--- src/rtl/transformer_pkg.sv ---
// transformer_pkg
//   Shared definitions for the transformer accelerator sequencer:
//   default token/select widths, sequencer state encoding, sticky-error
//   bit positions and symbolic names for the datapath stages that
//   block_sel walks through.
package transformer_pkg;

  localparam int DATA_W = 16;
  localparam int SEL_W  = 3;

  // Bit positions inside the sticky err vector.
  localparam int ERR_TIMEOUT = 0;
  localparam int ERR_DROP    = 1;

  // Datapath stage order; block_sel counts through these values.
  localparam int BLK_EMBED = 0;
  localparam int BLK_ATTN  = 1;
  localparam int BLK_FFN   = 2;
  localparam int BLK_NORM  = 3;

  typedef enum logic [2:0] {
    ST_IDLE   = 3'd0,
    ST_LOAD   = 3'd1,
    ST_START  = 3'd2,
    ST_WAIT   = 3'd3,
    ST_OUTPUT = 3'd4,
    ST_FIN    = 3'd5
  } state_t;

endpackage

--- src/rtl/ctrl_watchdog.sv ---
// ctrl_watchdog
//   Counts consecutive enabled cycles and raises a one-cycle timeout
//   indication on the TIMEOUT-th enabled cycle since the last clear.
// Ports:
//   clk, rst_n  clock and asynchronous active-low reset
//   clear       restart the count from zero (wins over enable)
//   enable      count this cycle
//   timeout     high during the TIMEOUT-th enabled cycle after clear
module ctrl_watchdog #(
  parameter int TIMEOUT = 4096
) (
  input  logic clk,
  input  logic rst_n,
  input  logic clear,
  input  logic enable,
  output logic timeout
);
  import transformer_pkg::*;

  localparam int CNT_W = $clog2(TIMEOUT + 1);
  localparam logic [CNT_W-1:0] LIMIT = CNT_W'(TIMEOUT - 1);

  logic [CNT_W-1:0] cnt_q;
  logic [CNT_W-1:0] cnt_d;

  // The count equals the number of enabled cycles already elapsed, so the
  // cycle in which it reads TIMEOUT-1 is the TIMEOUT-th one.
  assign timeout = enable && (cnt_q == LIMIT);

  // Freeze once the limit is reached so the counter can never wrap.
  always_comb begin
    cnt_d = cnt_q;
    if (clear) begin
      cnt_d = '0;
    end else if (enable && !timeout) begin
      cnt_d = cnt_q + 1'b1;
    end
  end

  always_ff @(posedge clk or negedge rst_n) begin
    if (!rst_n) begin
      cnt_q <= '0;
    end else begin
      cnt_q <= cnt_d;
    end
  end

endmodule

--- src/rtl/transformer_seq_ctrl.sv ---
// transformer_seq_ctrl
//   Top-level sequencer for the transformer accelerator. Loads one
//   sequence of SEQ_LEN tokens into the input buffer, runs the datapath
//   stages 0..NUM_BLOCKS-1 with a start/done handshake each, forwards the
//   final stage's SEQ_LEN output beats and then pulses done. A watchdog
//   aborts a stage that never answers. Every output is registered.
// Ports:
//   clk, rst_n                          clock, asynchronous active-low reset
//   data_in, data_in_valid, in_ready    input token stream
//   buf_wr_en, buf_wr_addr, buf_wr_data input-buffer write port
//   block_sel, blk_start, blk_done      stage select and handshake
//   dp_out, dp_out_valid                final-stage output stream
//   data_out, data_out_valid            forwarded result stream
//   done                                one-cycle end-of-sequence pulse
//   err                                 sticky [0] timeout, [1] token dropped
module transformer_seq_ctrl #(
  parameter int DATA_W     = transformer_pkg::DATA_W,
  parameter int SEQ_LEN    = 30,
  parameter int NUM_BLOCKS = 4,
  parameter int SEL_W      = transformer_pkg::SEL_W,
  parameter int TIMEOUT    = 4096
) (
  input  logic                       clk,
  input  logic                       rst_n,
  input  logic [DATA_W-1:0]          data_in,
  input  logic                       data_in_valid,
  output logic                       in_ready,
  output logic                       buf_wr_en,
  output logic [$clog2(SEQ_LEN)-1:0] buf_wr_addr,
  output logic [DATA_W-1:0]          buf_wr_data,
  output logic [SEL_W-1:0]           block_sel,
  output logic                       blk_start,
  input  logic                       blk_done,
  input  logic [DATA_W-1:0]          dp_out,
  input  logic                       dp_out_valid,
  output logic [DATA_W-1:0]          data_out,
  output logic                       data_out_valid,
  output logic                       done,
  output logic [1:0]                 err
);
  import transformer_pkg::*;

  localparam int CNT_W = $clog2(SEQ_LEN);
  localparam logic [CNT_W-1:0] LAST_IDX = CNT_W'(SEQ_LEN - 1);
  localparam logic [SEL_W-1:0] LAST_BLK = SEL_W'(NUM_BLOCKS - 1);

  state_t             state_q, state_d;
  logic [CNT_W-1:0]   wr_cnt_q, wr_cnt_d;
  logic [CNT_W-1:0]   out_cnt_q, out_cnt_d;
  logic [SEL_W-1:0]   block_sel_q, block_sel_d;
  logic [1:0]         err_q, err_d;

  logic               in_ready_q, in_ready_d;
  logic               buf_wr_en_q, buf_wr_en_d;
  logic [CNT_W-1:0]   buf_wr_addr_q, buf_wr_addr_d;
  logic [DATA_W-1:0]  buf_wr_data_q, buf_wr_data_d;
  logic               blk_start_q, blk_start_d;
  logic [DATA_W-1:0]  data_out_q, data_out_d;
  logic               data_out_valid_q, data_out_valid_d;
  logic               done_q, done_d;

  logic               accept;
  logic               drop;
  logic               wd_timeout;

  // Acceptance is judged against the in_ready actually presented to the
  // source, so a token is either written or flagged as dropped, never both.
  assign accept = data_in_valid && in_ready_q;
  assign drop   = data_in_valid && !in_ready_q;

  // The watchdog restarts while a stage is being started, so it measures
  // only the cycles spent waiting on that stage.
  ctrl_watchdog #(
    .TIMEOUT (TIMEOUT)
  ) u_watchdog (
    .clk     (clk),
    .rst_n   (rst_n),
    .clear   (state_q == ST_START),
    .enable  (state_q == ST_WAIT),
    .timeout (wd_timeout)
  );

  // State and counter registers plus the registered outputs.
  always_ff @(posedge clk or negedge rst_n) begin
    if (!rst_n) begin
      state_q          <= ST_IDLE;
      wr_cnt_q         <= '0;
      out_cnt_q        <= '0;
      block_sel_q      <= '0;
      err_q            <= '0;
      in_ready_q       <= 1'b0;
      buf_wr_en_q      <= 1'b0;
      buf_wr_addr_q    <= '0;
      buf_wr_data_q    <= '0;
      blk_start_q      <= 1'b0;
      data_out_q       <= '0;
      data_out_valid_q <= 1'b0;
      done_q           <= 1'b0;
    end else begin
      state_q          <= state_d;
      wr_cnt_q         <= wr_cnt_d;
      out_cnt_q        <= out_cnt_d;
      block_sel_q      <= block_sel_d;
      err_q            <= err_d;
      in_ready_q       <= in_ready_d;
      buf_wr_en_q      <= buf_wr_en_d;
      buf_wr_addr_q    <= buf_wr_addr_d;
      buf_wr_data_q    <= buf_wr_data_d;
      blk_start_q      <= blk_start_d;
      data_out_q       <= data_out_d;
      data_out_valid_q <= data_out_valid_d;
      done_q           <= done_d;
    end
  end

  // Next-state logic. Counters are cleared whenever their state is left,
  // so none of them ever wraps. A blk_done in the same cycle as the
  // watchdog expiry still counts as a completed stage.
  always_comb begin
    state_d     = state_q;
    wr_cnt_d    = wr_cnt_q;
    out_cnt_d   = out_cnt_q;
    block_sel_d = block_sel_q;
    err_d       = err_q;

    if (drop) begin
      err_d[ERR_DROP] = 1'b1;
    end

    case (state_q)
      ST_IDLE, ST_LOAD: begin
        if (accept) begin
          if (wr_cnt_q == LAST_IDX) begin
            state_d     = ST_START;
            wr_cnt_d    = '0;
            block_sel_d = '0;
          end else begin
            state_d  = ST_LOAD;
            wr_cnt_d = wr_cnt_q + 1'b1;
          end
        end
      end
      ST_START: begin
        state_d = ST_WAIT;
      end
      ST_WAIT: begin
        if (blk_done) begin
          if (block_sel_q < LAST_BLK) begin
            block_sel_d = block_sel_q + 1'b1;
            state_d     = ST_START;
          end else begin
            state_d = ST_OUTPUT;
          end
        end else if (wd_timeout) begin
          err_d[ERR_TIMEOUT] = 1'b1;
          block_sel_d        = '0;
          state_d            = ST_IDLE;
        end
      end
      ST_OUTPUT: begin
        if (dp_out_valid) begin
          if (out_cnt_q == LAST_IDX) begin
            state_d     = ST_FIN;
            out_cnt_d   = '0;
            block_sel_d = '0;
          end else begin
            out_cnt_d = out_cnt_q + 1'b1;
          end
        end
      end
      ST_FIN: begin
        state_d     = ST_IDLE;
        wr_cnt_d    = '0;
        out_cnt_d   = '0;
        block_sel_d = '0;
      end
      default: begin
        state_d = ST_IDLE;
      end
    endcase
  end

  // Output logic. Flags derived from state_d line up with the state the
  // machine is in while they are visible; the data paths capture the
  // current inputs and hold their last value when idle.
  always_comb begin
    in_ready_d       = (state_d == ST_IDLE) || (state_d == ST_LOAD);
    blk_start_d      = (state_d == ST_START);
    done_d           = (state_d == ST_FIN);

    buf_wr_en_d      = accept;
    buf_wr_addr_d    = buf_wr_addr_q;
    buf_wr_data_d    = buf_wr_data_q;
    if (accept) begin
      buf_wr_addr_d = wr_cnt_q;
      buf_wr_data_d = data_in;
    end

    data_out_valid_d = (state_q == ST_OUTPUT) && dp_out_valid;
    data_out_d       = data_out_q;
    if (data_out_valid_d) begin
      data_out_d = dp_out;
    end
  end

  assign in_ready       = in_ready_q;
  assign buf_wr_en      = buf_wr_en_q;
  assign buf_wr_addr    = buf_wr_addr_q;
  assign buf_wr_data    = buf_wr_data_q;
  assign block_sel      = block_sel_q;
  assign blk_start      = blk_start_q;
  assign data_out       = data_out_q;
  assign data_out_valid = data_out_valid_q;
  assign done           = done_q;
  assign err            = err_q;

endmodule

--- config.mk ---
export PLATFORM = sky130hd
export DESIGN_NAME = transformer_seq_ctrl
export DESIGN_NICKNAME = d
export VERILOG_FILES = /design/src/rtl/transformer_pkg.sv /design/src/rtl/ctrl_watchdog.sv /design/src/rtl/transformer_seq_ctrl.sv
export SDC_FILE = /design/constraint.sdc
export NUM_CORES = 1
export LEC_CHECK = 0
export ABC_CLOCK_PERIOD_IN_PS = 2000
export CAP_MARGIN = 20
export CORE_ASPECT_RATIO = 1.2
export CORE_UTILIZATION = 44
export CTS_CLUSTER_DIAMETER = 60
export DETAILED_ROUTE_END_ITERATION = 10
export PLACE_DENSITY = 0.74
export REMOVE_ABC_BUFFERS = 1
export SLEW_MARGIN = 5
export SYNTH_ARGS = -nofsm -noshare
export SYNTH_HDL_FRONTEND = slang
export SYNTH_SLANG_ARGS = --single-unit
export TNS_END_PERCENT = 50
--- constraint.sdc ---
create_clock -name clk -period 2 [get_ports clk]
set_clock_uncertainty 0.1 [all_clocks]
set_input_delay 0.4 -clock clk [delete_from_list [all_inputs] [get_ports clk]]
set_output_delay 0.4 -clock clk [all_outputs]
set_load 0.05 [all_outputs]
==> metrics.md, run 1 <==
| Metric | Value |
|---|---|
| Static leakage | 2.24 nW |
| Diode count | 0 |
| Worst EP arrival | 2.03 ns |
| Initial antenna violation count | 0 |
| Area post-placement | 4380 sq um |
| Post-CTS Setup Bufs | 0 |
| CP cell instances | nor2b_1, a32o_2, buf_4, o22ai_4, a221o_1 |
| Vias post-DR | 2491 |
| Largest net degree at the start of global routing | 74 |
| CTS Root Buffer Type | clkbuf_8 |
| Pwr Density | 998 nW/um^2 |
| Total area of sequential cells | 1830 sq um |
| CP required | ~2.1 ns |
| #FFs+latches synth | 73 |
| DR WL/cell | about 15 um |
| Drt first pass iters | 4 |
| H-tree depth | 3 |
| DIE AREA | 7960 sq um |
| Synth-to-Final Area Change | 35.1% |
| IO Count | 84 |
| Number of vias per cell | 5.38 |
| Remaining global-route overflow | 0 |
| Hold Violations, Final | 0 |
| Initial core utilization | 45.8% |
| Post-synth EDFFs | 0 |
| CTS clk-pin slew, worst paths | 0.08 ns |
| Max-slew headroom at the worst pin | 66.5% |
| Period utilization | 94.6% |
| Number of max-cap violations | 0 |
| Bufs on Longest Clock Path | 2 |
| Crit path max fanout | 11 |
| Post-route insts no fill | roughly 460 |
| Final Setup Violations | 0 |
| HPWL Detailed | around 5000 um |
| F_max | 529 MHz |
| Inst Count DP | 446 |
| RD Place Congestion | between 0.8 and 0.9 |
| Peak supply drop | 0.000611 V |
| Most used DFF post-synth | dfrtp_1 |
| M1 GR Usage | between 20 and 25% |
| Cell area after synthesis | 3350 sq um |
| Startpoint Class | register |
| Global-route wire length before repair | 11800 um |
| Distinct cells, synth | slightly below 60 |
| Vias in the first global route | about 2600 |
| Worst Setup End Kind | register |
| Drt initial violations | 92 |
| Core area | roughly 7300 sq um |
| Drt drc | 0 |
| Worst path max stage delay | 0.56 ns |
| Util after Layout | 61.8% |
| Final min period | 1.89 ns |
| Ys Warns | 0 |
| CTS Sinks | between 70 and 80 |
| Rows | 34 |
| Layout cell share with drive strength beyond 1 | 26.3% |
| Met3 usage | 3.57% |
| Fin nets | about 410 |
| Met2 usage | 32.9% |
| ANT nets after route | 0 |
| Port-buffer cells | 83 |
| Status | finished, final reports clean |
| Die height | 97.6 um |
| Area share of the largest cell type after synthesis | 54.6% |
| Total Wirelength | about 7000 um |
| Hold Path Class | register to register |
| Post-route cell area | 4520 sq um |
| Area of the multi-input gates | 1410 sq um |
| Busiest layer in global routing | met2 |
| Asr flop ratio synth | 100% |
| Mean post-synth cell area | 12.6 sq um |
| CP max stage cell | dfrtp_1 |
| Post-Syn Instances | 266 |
| Register area share after synthesis | 54.6% |
| Final max-slew violation count | 0 |
| CTS Buf Count | 9 |
| Clk_lat worst skew | 0.35 ns |
| CTS tree | built |
| RSZ-0062 raised after global routing | no |
| Worst hold margin | roughly 0.38 ns |
| Worst Setup Path Type | register to register |
| Cell taking the most area after synthesis | dfrtp_1 |
| Worst-Margin Slew | 0.502 ns |
| Power, Total | 0.00451 W |
| Die width | 81.6 um |
| # fillers | 611 |
| Synth area leaders | dfrtp_1 (55%), mux2_2 (12%), ha_1 (2.2%), a21oi_1 (1.9%), buf_6 (1.7%) |
| GRT Total Usage | 19.0% |
-- state kept, by name, indices dropped and copies added (netlist names) --
signal / count
wr_cnt_q: 5
buf_wr_en: 1
buf_wr_data: 16
out_cnt_q: 5
in_ready: 1
u_watchdog.cnt_q: 13
done: 1
data_out: 16
blk_start: 1
block_sel: 3
err: 2
state_q: 3
data_out_valid: 1
buf_wr_addr: 5
-- synthesized netlist by cell type (5+ instances only) --
| library cell | n |
|---|---|
| dfrtp_1 | 73 |
| a21oi_1 | 13 |
| mux2_2 | 37 |
| nor2_1 | 12 |
| nand3_1 | 5 |
| ha_1 | 6 |
| o31ai_1 | 6 |
| inv_1 | 6 |
| nand2_1 | 14 |
| nand4_1 | 5 |
| buf_2 | 5 |
| o21ai_0 | 5 |
| buf_6 | 5 |
-- cell type report --
type	count	area share, %
multi-input combinational	172	31.3
sequential	73	40.4
timing repair buffer	105	21.4
clock inverter	7	1.16
clock buffer	9	2.74
inverter	7	0.581
tap	90	2.49
-- cells by family after synthesis --
logic type / count (synthesis) / synth area share, %
flip-flops: 73 / 54.6
adder cells (fa/ha/maj): 6 / 2.24
AND/OR/NAND/NOR: 69 / 12.8
multiplexers: 41 / 13.6
buffers and inverters: 21 / 3.66
XOR/XNOR: 2 / 0.523
AO/OA/AOI/OAI: 54 / 12.6
-- metal layers --
metal | part of all wire, % | wire, um
met5 | 0 | 0
met4 | 1.4 | 97
met3 | 5.2 | 368
met2 | 51 | 3570
met1 | 43 | 2990
-- power breakdown --
part / leakage, nW / internal (W) / switching, W / total (W)
clock network: 0.0900 / 0.000458 / 0.000583 / 0.00104
registers: 0.942 / 0.00172 / 0.000207 / 0.00193
logic: 1.21 / 0.000577 / 0.000967 / 0.00154
total: 2.24 / 0.00276 / 0.00176 / 0.00451
-- timing repair --
item	in CTS	in global routing
cloned	0	0
gates resized for setup	38	2
endpoints found under the hold margin	61	0
hold buffers	1	0
setup endpoints to repair	38	3
pin swaps	0	0
-- layout by cell type, fill, tap and decap left out, drive strengths merged, types with 3 or more instances in the layout --
cell / n
nor3b: 3
nand3: 5
dfrtp: 73
buf: 30
and3: 3
clkinv: 4
inv: 9
o211ai: 4
dlygate4sd2: 38
o21ai: 5
nand4: 7
or4: 3
mux2i: 4
nand2: 14
mux2: 37
nor3: 4
or3: 3
o31ai: 7
ha: 6
clkdlybuf4s50: 35
clkbuf: 9
a21oi: 13
nor2: 12
-- worst max-delay path, delay by kind of cell, from the launching register on --
kind / cells / cell delay (ns)
and+or+nand+nor: 1 / 0.32
buffers and inverters: 1 / 0.13
DFF: 1 / 0.56
AOI/OAI and AO/OA: 3 / 0.67
-- per-stage QoR --
stage	setup WS (ns)	TNS, ns
global placement	-0.0603	-0.0611
finish	0.108	0
global route	0.00635	0
CTS	0.00766	0
floorplan	-1.70	-40.09
detailed placement	-0.0746	-0.0785
-- final timing paths --
path,start,to,slack (ns),cells past startpoint
worst max-delay path,state_q[2]$_DFF_PN0_,block_sel[2]$_DFFE_PN0P_,0.11,5
worst min-delay path,err[0]$_DFFE_PN0P_,err[0]$_DFFE_PN0P_,0.38,1
worst max register to register,state_q[2]$_DFF_PN0_,block_sel[2]$_DFFE_PN0P_,0.11,5
worst min register to register,err[0]$_DFFE_PN0P_,err[0]$_DFFE_PN0P_,0.38,1
max in group asynchronous,rst_n,state_q[1]$_DFF_PN0_,0.97,3
min in group asynchronous,rst_n,buf_wr_data[7]$_DFFE_PN0P_,0.52,3
(Power assumes the default switching activity.)
==> run 2, diff against run 1 <==
--- a/config.mk
+++ b/config.mk
@@ -5,16 +5,17 @@
 export SDC_FILE = /design/constraint.sdc
 export NUM_CORES = 1
 export LEC_CHECK = 0
-export ABC_CLOCK_PERIOD_IN_PS = 2000
+export ABC_CLOCK_PERIOD_IN_PS = 2200
 export CAP_MARGIN = 20
 export CORE_ASPECT_RATIO = 1.2
-export CORE_UTILIZATION = 44
+export CORE_UTILIZATION = 52
 export CTS_CLUSTER_DIAMETER = 60
 export DETAILED_ROUTE_END_ITERATION = 10
-export PLACE_DENSITY = 0.74
+export PLACE_DENSITY = 0.82
 export REMOVE_ABC_BUFFERS = 1
 export SLEW_MARGIN = 5
 export SYNTH_ARGS = -nofsm -noshare
 export SYNTH_HDL_FRONTEND = slang
+export SYNTH_HIERARCHICAL = 1
 export SYNTH_SLANG_ARGS = --single-unit
 export TNS_END_PERCENT = 50
==> constraint.sdc (replaced) <==
create_clock -name clk -period 2.2 [get_ports clk]
set_clock_uncertainty 0.1 [all_clocks]
set_input_delay 0.44 -clock clk [delete_from_list [all_inputs] [get_ports clk]]
set_output_delay 0.44 -clock clk [all_outputs]
set_load 0.05 [all_outputs]
==> metrics.md, run 2 <==
| Metric | Value |
|---|---|
| Post-Syn Instances | 267 |
| Cell taking the most area after synthesis | dfrtp_1 |
| Crit path max fanout | 3 |
| CTS Buf Count | 9 |
| ANT nets after route | 0 |
| Final min period | 2.23 ns |
| Layout cell share with drive strength beyond 1 | around a fifth |
| Worst Setup Path Type | register to register |
| Number of max-cap violations | 0 |
| Number of vias per cell | about 5.5 |
| HP Start | err[0]$_DFFE_PN0P_ |
| Initial core utilization | 54.0% |
| Most used DFF post-synth | dfrtp_1 |
| CP max stage cell | or4_4 |
| Most frequent cells in the layout | clkdlybuf4s50_1 (82), dfrtp_1 (73), buf_4 (28) |
| Period utilization | 101% |
| Ys Warns | 6 |
| Final max-slew violation count | 0 |
| Core area | about 6000 sq um |
| RD Place Congestion | around 0.80 |
| Total Wirelength | 7540 um |
| Commonest cells in the netlist | dfrtp_1 (73), mux2_1 (26), nand2_1 (22) |
| Commonest non-fill, non-tap cell in the layout | clkdlybuf4s50_1 |
| Area share of the largest cell type after synthesis | 55.9% |
| Failing checks | setup timing |
| R2R depth | 9 |
| Pwr Density | 694 nW/um^2 |
| Most frequent cell after synthesis | dfrtp_1 |
| Drt initial violations | about 160 |
| Diode count | 0 |
| H-tree depth | 3 |
| Cell area after synthesis | 3270 sq um |
| CTS Root Buffer Type | clkbuf_8 |
| Vias post-DR | 2602 |
| Die width | between 70 and 80 um |
| Worst Setup End Kind | register |
| CP required | approximately 2.3 ns |
| CP cell instances | nor2b_4, and2_4, nand2_4, or4_4, nor3_4, o21ai_2, nand2_1, nand4_1, mux2_4 |
| HPWL Detailed | 4890 um |
| Static leakage | 2.12 nW |
| Min-Delay Endpoint | err[0]$_DFFE_PN0P_ |
| Drt drc | 0 |
| Asr flop ratio synth | 100% |
| Hold Path Class | register to register |
| IO Count | 84 |
| Register area share after synthesis | between 50% and 60% |
| Status | complete, but fails checks |
| Final Setup Violations | 2 |
| Remaining global-route overflow | 0 |
| Worst R2R End | block_sel[0]$_DFFE_PN0P_ |
| GRT Total Usage | 23.7% |
| Hold Violations, Final | 0 |
| RSZ-0062 raised after global routing | yes |
| DIE AREA | ~6600 sq um |
| Post-route cell area | 4650 sq um |
| Drt first pass iters | 4 |
| Post-synth EDFFs | 0 |
| CTS tree | built |
| Reg2reg setup slack | -0.03 ns |
| Max-slew headroom at the worst pin | 65.0% |
| CTS clk-pin slew, worst paths | 0.08 ns |
| Final worst slack | -0.0303 ns |
| Area post-placement | 4280 sq um |
| Worst-Margin Slew | roughly 0.52 ns |
| Global-route wire length before repair | roughly 12000 um |
| RR Startpoint | state_q[2]$_DFF_PN0_ |
| Rows | 31 |
| Vias in the first global route | roughly 2600 |
| Crit-path leading delay family | simple AND/OR/NAND/NOR gates |
| Worst EP arrival | 2.36 ns |
| Buf/Inv on CP | 0 |
| Hold Path Stages | 1 |
| #FFs+latches synth | 73 |
| Mean post-synth cell area | 12.2 sq um |
| DR WL/cell | 16.1 um |
| Synth area leaders | dfrtp_1 (56%), mux2_1 (9.0%), mux2_2 (4.5%), nand2_1 (2.5%), ha_1 (2.3%) |
| Fin nets | 425 |
| Startpoint Class | register |
| Peak supply drop | 0.000621 V |
| Fin Setup TNS | -0.0386 ns |
| Initial antenna violation count | 0 |
| # fillers | 411 |
| Largest net degree at the start of global routing | 59 |
| Port-buffer cells | 83 |
| Bufs on Longest Clock Path | 2 |
| Die height | ~90 um |
| Synth-to-Final Area Change | 42.4% |
| CTS Sinks | 73 |
| Area of the multi-input gates | 1390 sq um |
| Distinct cells, synth | 51 |
| Worst path max stage delay | 0.51 ns |
| F_max | roughly 450 MHz |
| Clk_lat worst skew | between 0.3 and 0.4 ns |
| Util after Layout | 76.9% |
| Total area of sequential cells | between 1500 and 2000 sq um |
==> run 2: cell count changes in the layout (fill, tap and decap cells not counted), sizes merged, moves of 3 or more <==
cell           delta
a21oi             -3
and3              -3
clkdlybuf4s50    +47
dlygate4sd2      -38
nand2             +8
nand3             +4
nand4             +3
nor2              -3
nor2b             +3
o21ai             +9
o31ai             -6
==> run 2: final cells by class <==
cell class	instances	share of cell area, %
clock buffers	11	3.04
clock inverters	5	1.69
inverters	11	0.941
multi-input cells	174	30.0
flip-flops and latches	73	39.3
well taps	82	2.20
repair buffers	113	22.9
==> run 2: where the power goes <==
group,internal (W),switching (W)
sequential,0.00143,0.0000676
clock,0.000668,0.000486
combinational,0.000237,0.000341
==> run 2: repair_timing <==
item,4_1_cts,5_1_grt
hold endpoints to repair,15,0
setup endpoints to repair,3,13
hold buffers,1,0
pin swaps,4,2
buffers inserted,7,4
resized for setup,7,11
==> run 2: how the worst max path moves through the flow <==
stage | end | start | slack [ns] | cells past startpoint
global placement | block_sel[0]$_DFFE_PN0P_ | state_q[2]$_DFF_PN0_ | -0.09 | 9
global route | block_sel[0]$_DFFE_PN0P_ | state_q[2]$_DFF_PN0_ | -0.1 | 9
floorplan | block_sel[0]$_DFFE_PN0P_ | state_q[1]$_DFF_PN0_ | -0.39 | 9
detailed placement | block_sel[0]$_DFFE_PN0P_ | state_q[2]$_DFF_PN0_ | -0.15 | 9
CTS | block_sel[0]$_DFFE_PN0P_ | state_q[2]$_DFF_PN0_ | -0.03 | 9
finish | block_sel[0]$_DFFE_PN0P_ | state_q[2]$_DFF_PN0_ | -0.03 | 9
==> run 2: worst reg2reg max path: stages, from the launching register on <==
cell and delay (ns):
dfrtp_1 0.41, nor2b_4 0.13, and2_4 0.17, nand2_4 0.05
or4_4 0.51, nor3_4 0.18, o21ai_2 0.08, nand2_1 0.06
nand4_1 0.13, mux2_4 0.29
==> run 2: logic make-up (layout without fill, tap and decap cells) <==
group / after synthesis / after routing / synth area share, %
and+or+nand+nor: 78 / 78 / 14.2
muxes: 44 / 44 / 15.0
AOI/OAI and AO/OA: 46 / 46 / 9.42
buffers and inverters: 20 / 140 / 3.22
DFF: 73 / 73 / 55.9
adders and majority gates: 6 / 6 / 2.30
==> run 2: through the flow <==
stage	power, W	hold WS [ns]	cells	worst slack (ns)
after floorplan	0.00184	0.0444	258	-0.388
after global placement	0.00208	0.277	441	-0.0916
after detailed placement	0.00210	0.285	441	-0.146
after CTS	0.00326	0.380	465	-0.0330
after global routing	0.00335	0.400	469	-0.0977
final	0.00323	0.375	469	-0.0303
==> run 2: routing by layer <==
layer	vias to the layer above	track usage, %	share of wire, %
met2	116	39.6	51
met1	1266	27.1	40
met5	-	0	0
met3	19	5.24	6.9
li1	1201	-	-
met4	0	15.6	2.9
==> run 3, diff against run 2 <==
--- a/config.mk
+++ b/config.mk
@@ -7,8 +7,10 @@
 export LEC_CHECK = 0
 export ABC_CLOCK_PERIOD_IN_PS = 2200
 export CAP_MARGIN = 20
+export CELL_PAD_IN_SITES_DETAIL_PLACEMENT = 1
+export CELL_PAD_IN_SITES_GLOBAL_PLACEMENT = 1
 export CORE_ASPECT_RATIO = 1.2
-export CORE_UTILIZATION = 52
+export CORE_UTILIZATION = 41
 export CTS_CLUSTER_DIAMETER = 60
 export DETAILED_ROUTE_END_ITERATION = 10
 export PLACE_DENSITY = 0.82
==> metrics.md, run 3 (synthesis gave the netlist of run 2 again) <==
| Metric | Value |
|---|---|
| Fin nets | roughly 420 |
| ANT nets after route | 0 |
| Met3 usage | 8.39% |
| Worst-Margin Slew | 0.548 ns |
| Reg2reg setup slack | -0.03 ns |
| Die width | between 80 and 90 um |
| Die height | 99.8 um |
| F_max | 449 MHz |
| GRT Total Usage | 21.6% |
| Number of vias per cell | 5.45 |
| Final max-slew violation count | 0 |
| Synth-to-Final Area Change | 42.3% |
| R2R depth | 9 |
| Peak supply drop | 0.000382 V |
| Status | complete, but fails checks |
| Core area | 7710 sq um |
| Hold Violations, Final | 0 |
| Rows | 35 |
| CTS Buf Count | 9 |
| Worst Setup Path Type | register to register |
| Most frequent cells in the layout | clkdlybuf4s50_1 (82), dfrtp_1 (73), mux2_1 (26), buf_4 (26), nand2_1 (21) |
| Max-slew headroom at the worst pin | 63.4% |
| Clk_lat worst skew | between 0.3 and 0.4 ns |
| Total Wirelength | 8450 um |
| Final worst slack | -0.0281 ns |
| CTS tree | built |
| DR WL/cell | 17.7 um |
| Util after Layout | roughly three fifths |
| Crit path max fanout | 3 |
| CTS clk-pin slew, worst paths | 0.08 ns |
| Inst Count DP | approximately 450 |
| RSZ-0062 raised after global routing | yes |
| Worst hold margin | between 0.3 and 0.4 ns |
| Final Setup Violations | 1 |
| Layout cell share with drive strength beyond 1 | 21.0% |
| Static leakage | ~2.1 nW |
| Remaining global-route overflow | 0 |
| Fin Setup TNS | -0.0281 ns |
| Drt initial violations | 95 |
| CTS Sinks | 73 |
| Bufs on Longest Clock Path | 2 |
| RD Place Congestion | 0.834 |
| Worst EP arrival | 2.37 ns |
| Global-route wire length before repair | ~14000 um |
| Hold Path Class | register to register |
| Period utilization | 101% |
| Busiest layer in global routing | met2 |
| Worst Setup End Kind | register |
| Drt drc | 0 |
| IO Count | 84 |
| Largest net degree at the start of global routing | 33 |
| HP Start | err[1]$_DFFE_PN0P_ |
| Min-Delay Endpoint | err[1]$_DFFE_PN0P_ |
| CP required | ~2.4 ns |
| Post-route insts no fill | ~480 |
| Port-buffer cells | 83 |
| RR Startpoint | state_q[2]$_DFF_PN0_ |
| Worst R2R End | block_sel[0]$_DFFE_PN0P_ |
| Failing checks | setup timing |
| H-tree depth | 3 |
| Initial antenna violation count | 0 |
| Vias post-DR | 2598 |
| CTS Root Buffer Type | clkbuf_8 |
| Commonest non-fill, non-tap cell in the layout | clkdlybuf4s50_1 |
| Initial core utilization | 42.4% |
| Final min period | 2.23 ns |
| Startpoint Class | register |
| # fillers | 784 |
| Met2 usage | between 30% and 40% |
| Number of max-cap violations | 0 |
| HPWL Detailed | 6020 um |
| Hold Path Stages | 1 |
| Diode count | 0 |
| M1 GR Usage | 23.6% |
| Drt first pass iters | 4 |
| Vias in the first global route | just under 3000 |
| Pwr Density | ~670 nW/um^2 |
| DIE AREA | 8330 sq um |
## run 3: changes by cell type in the layout (fill, tap and decap cells not counted), moves of 2 or more
cell	before	now
nor4_2	0	2
buf_4	28	26
clkinvlp_4	0	3
nor4_1	2	0
## run 3: worst max path at each step
stage	start	to	slack (ns)	cells after the start
after CTS	state_q[2]$_DFF_PN0_	block_sel[0]$_DFFE_PN0P_	-0.06	9
after global routing	state_q[2]$_DFF_PN0_	block_sel[0]$_DFFE_PN0P_	-0.14	9
after detailed placement	state_q[2]$_DFF_PN0_	block_sel[0]$_DFFE_PN0P_	-0.19	9
final	state_q[2]$_DFF_PN0_	block_sel[0]$_DFFE_PN0P_	-0.03	9
after floorplan	state_q[1]$_DFF_PN0_	block_sel[0]$_DFFE_PN0P_	-0.39	9
after global placement	state_q[2]$_DFF_PN0_	block_sel[0]$_DFFE_PN0P_	-0.11	9
## run 3: metal layers
| metal | vias up | part of all wire (%) |
|---|---|---|
| met5 | - | 0 |
| met4 | 0 | 1.5 |
| met3 | 14 | 7.3 |
| met2 | 82 | 54 |
| met1 | 1303 | 37 |
| li1 | 1199 | - |
## run 3: what timing repair did
| item | CTS | global route |
|---|---|---|
| endpoints found under the hold margin | 30 | 0 |
| hold buffers | 1 | 0 |
| resized for setup | 8 | 10 |
| setup endpoints to repair | 3 | 13 |
| buffers inserted | 7 | 1 |
| pin swaps | 5 | 3 |
## run 3: power breakdown
part | leakage, nW | switching [W] | internal, W | total (W)
registers | 0.965 | 0.0000693 | 0.00143 | 0.00150
clock network | 0.0912 | 0.000530 | 0.000521 | 0.00105
logic | 1.03 | 0.000350 | 0.000240 | 0.000590
## run 3: layout make-up
class                   instances  area [sq um]  area share (%)
flip-flops and latches         73          1830            39.3
clock buffers                   9           124            2.66
multi-input cells             174          1400            30.2
inverters                      11          43.8           0.942
clock inverters                 7          71.3            1.53
well taps                      92           115            2.48
repair buffers                111          1070            22.9
## run 3: stage by stage
stage,setup WS [ns],area (sq um),total power [W]
after global routing,-0.145,4650,0.00326
after global placement,-0.106,4320,0.00209
after floorplan,-0.388,3200,0.00184
after detailed placement,-0.187,4320,0.00212
final,-0.0281,4650,0.00314
after CTS,-0.0635,4600,0.00317
## run 3: critical path, cell delays in order (launching register included)
cell     delay [ns]
dfrtp_1        0.40
nor2b_2        0.16
and2_4         0.18
nand2_2        0.05
or4_4          0.50
nor3_4         0.16
o21ai_2        0.08
nand2_1        0.07
nand4_1        0.13
mux2_4         0.29
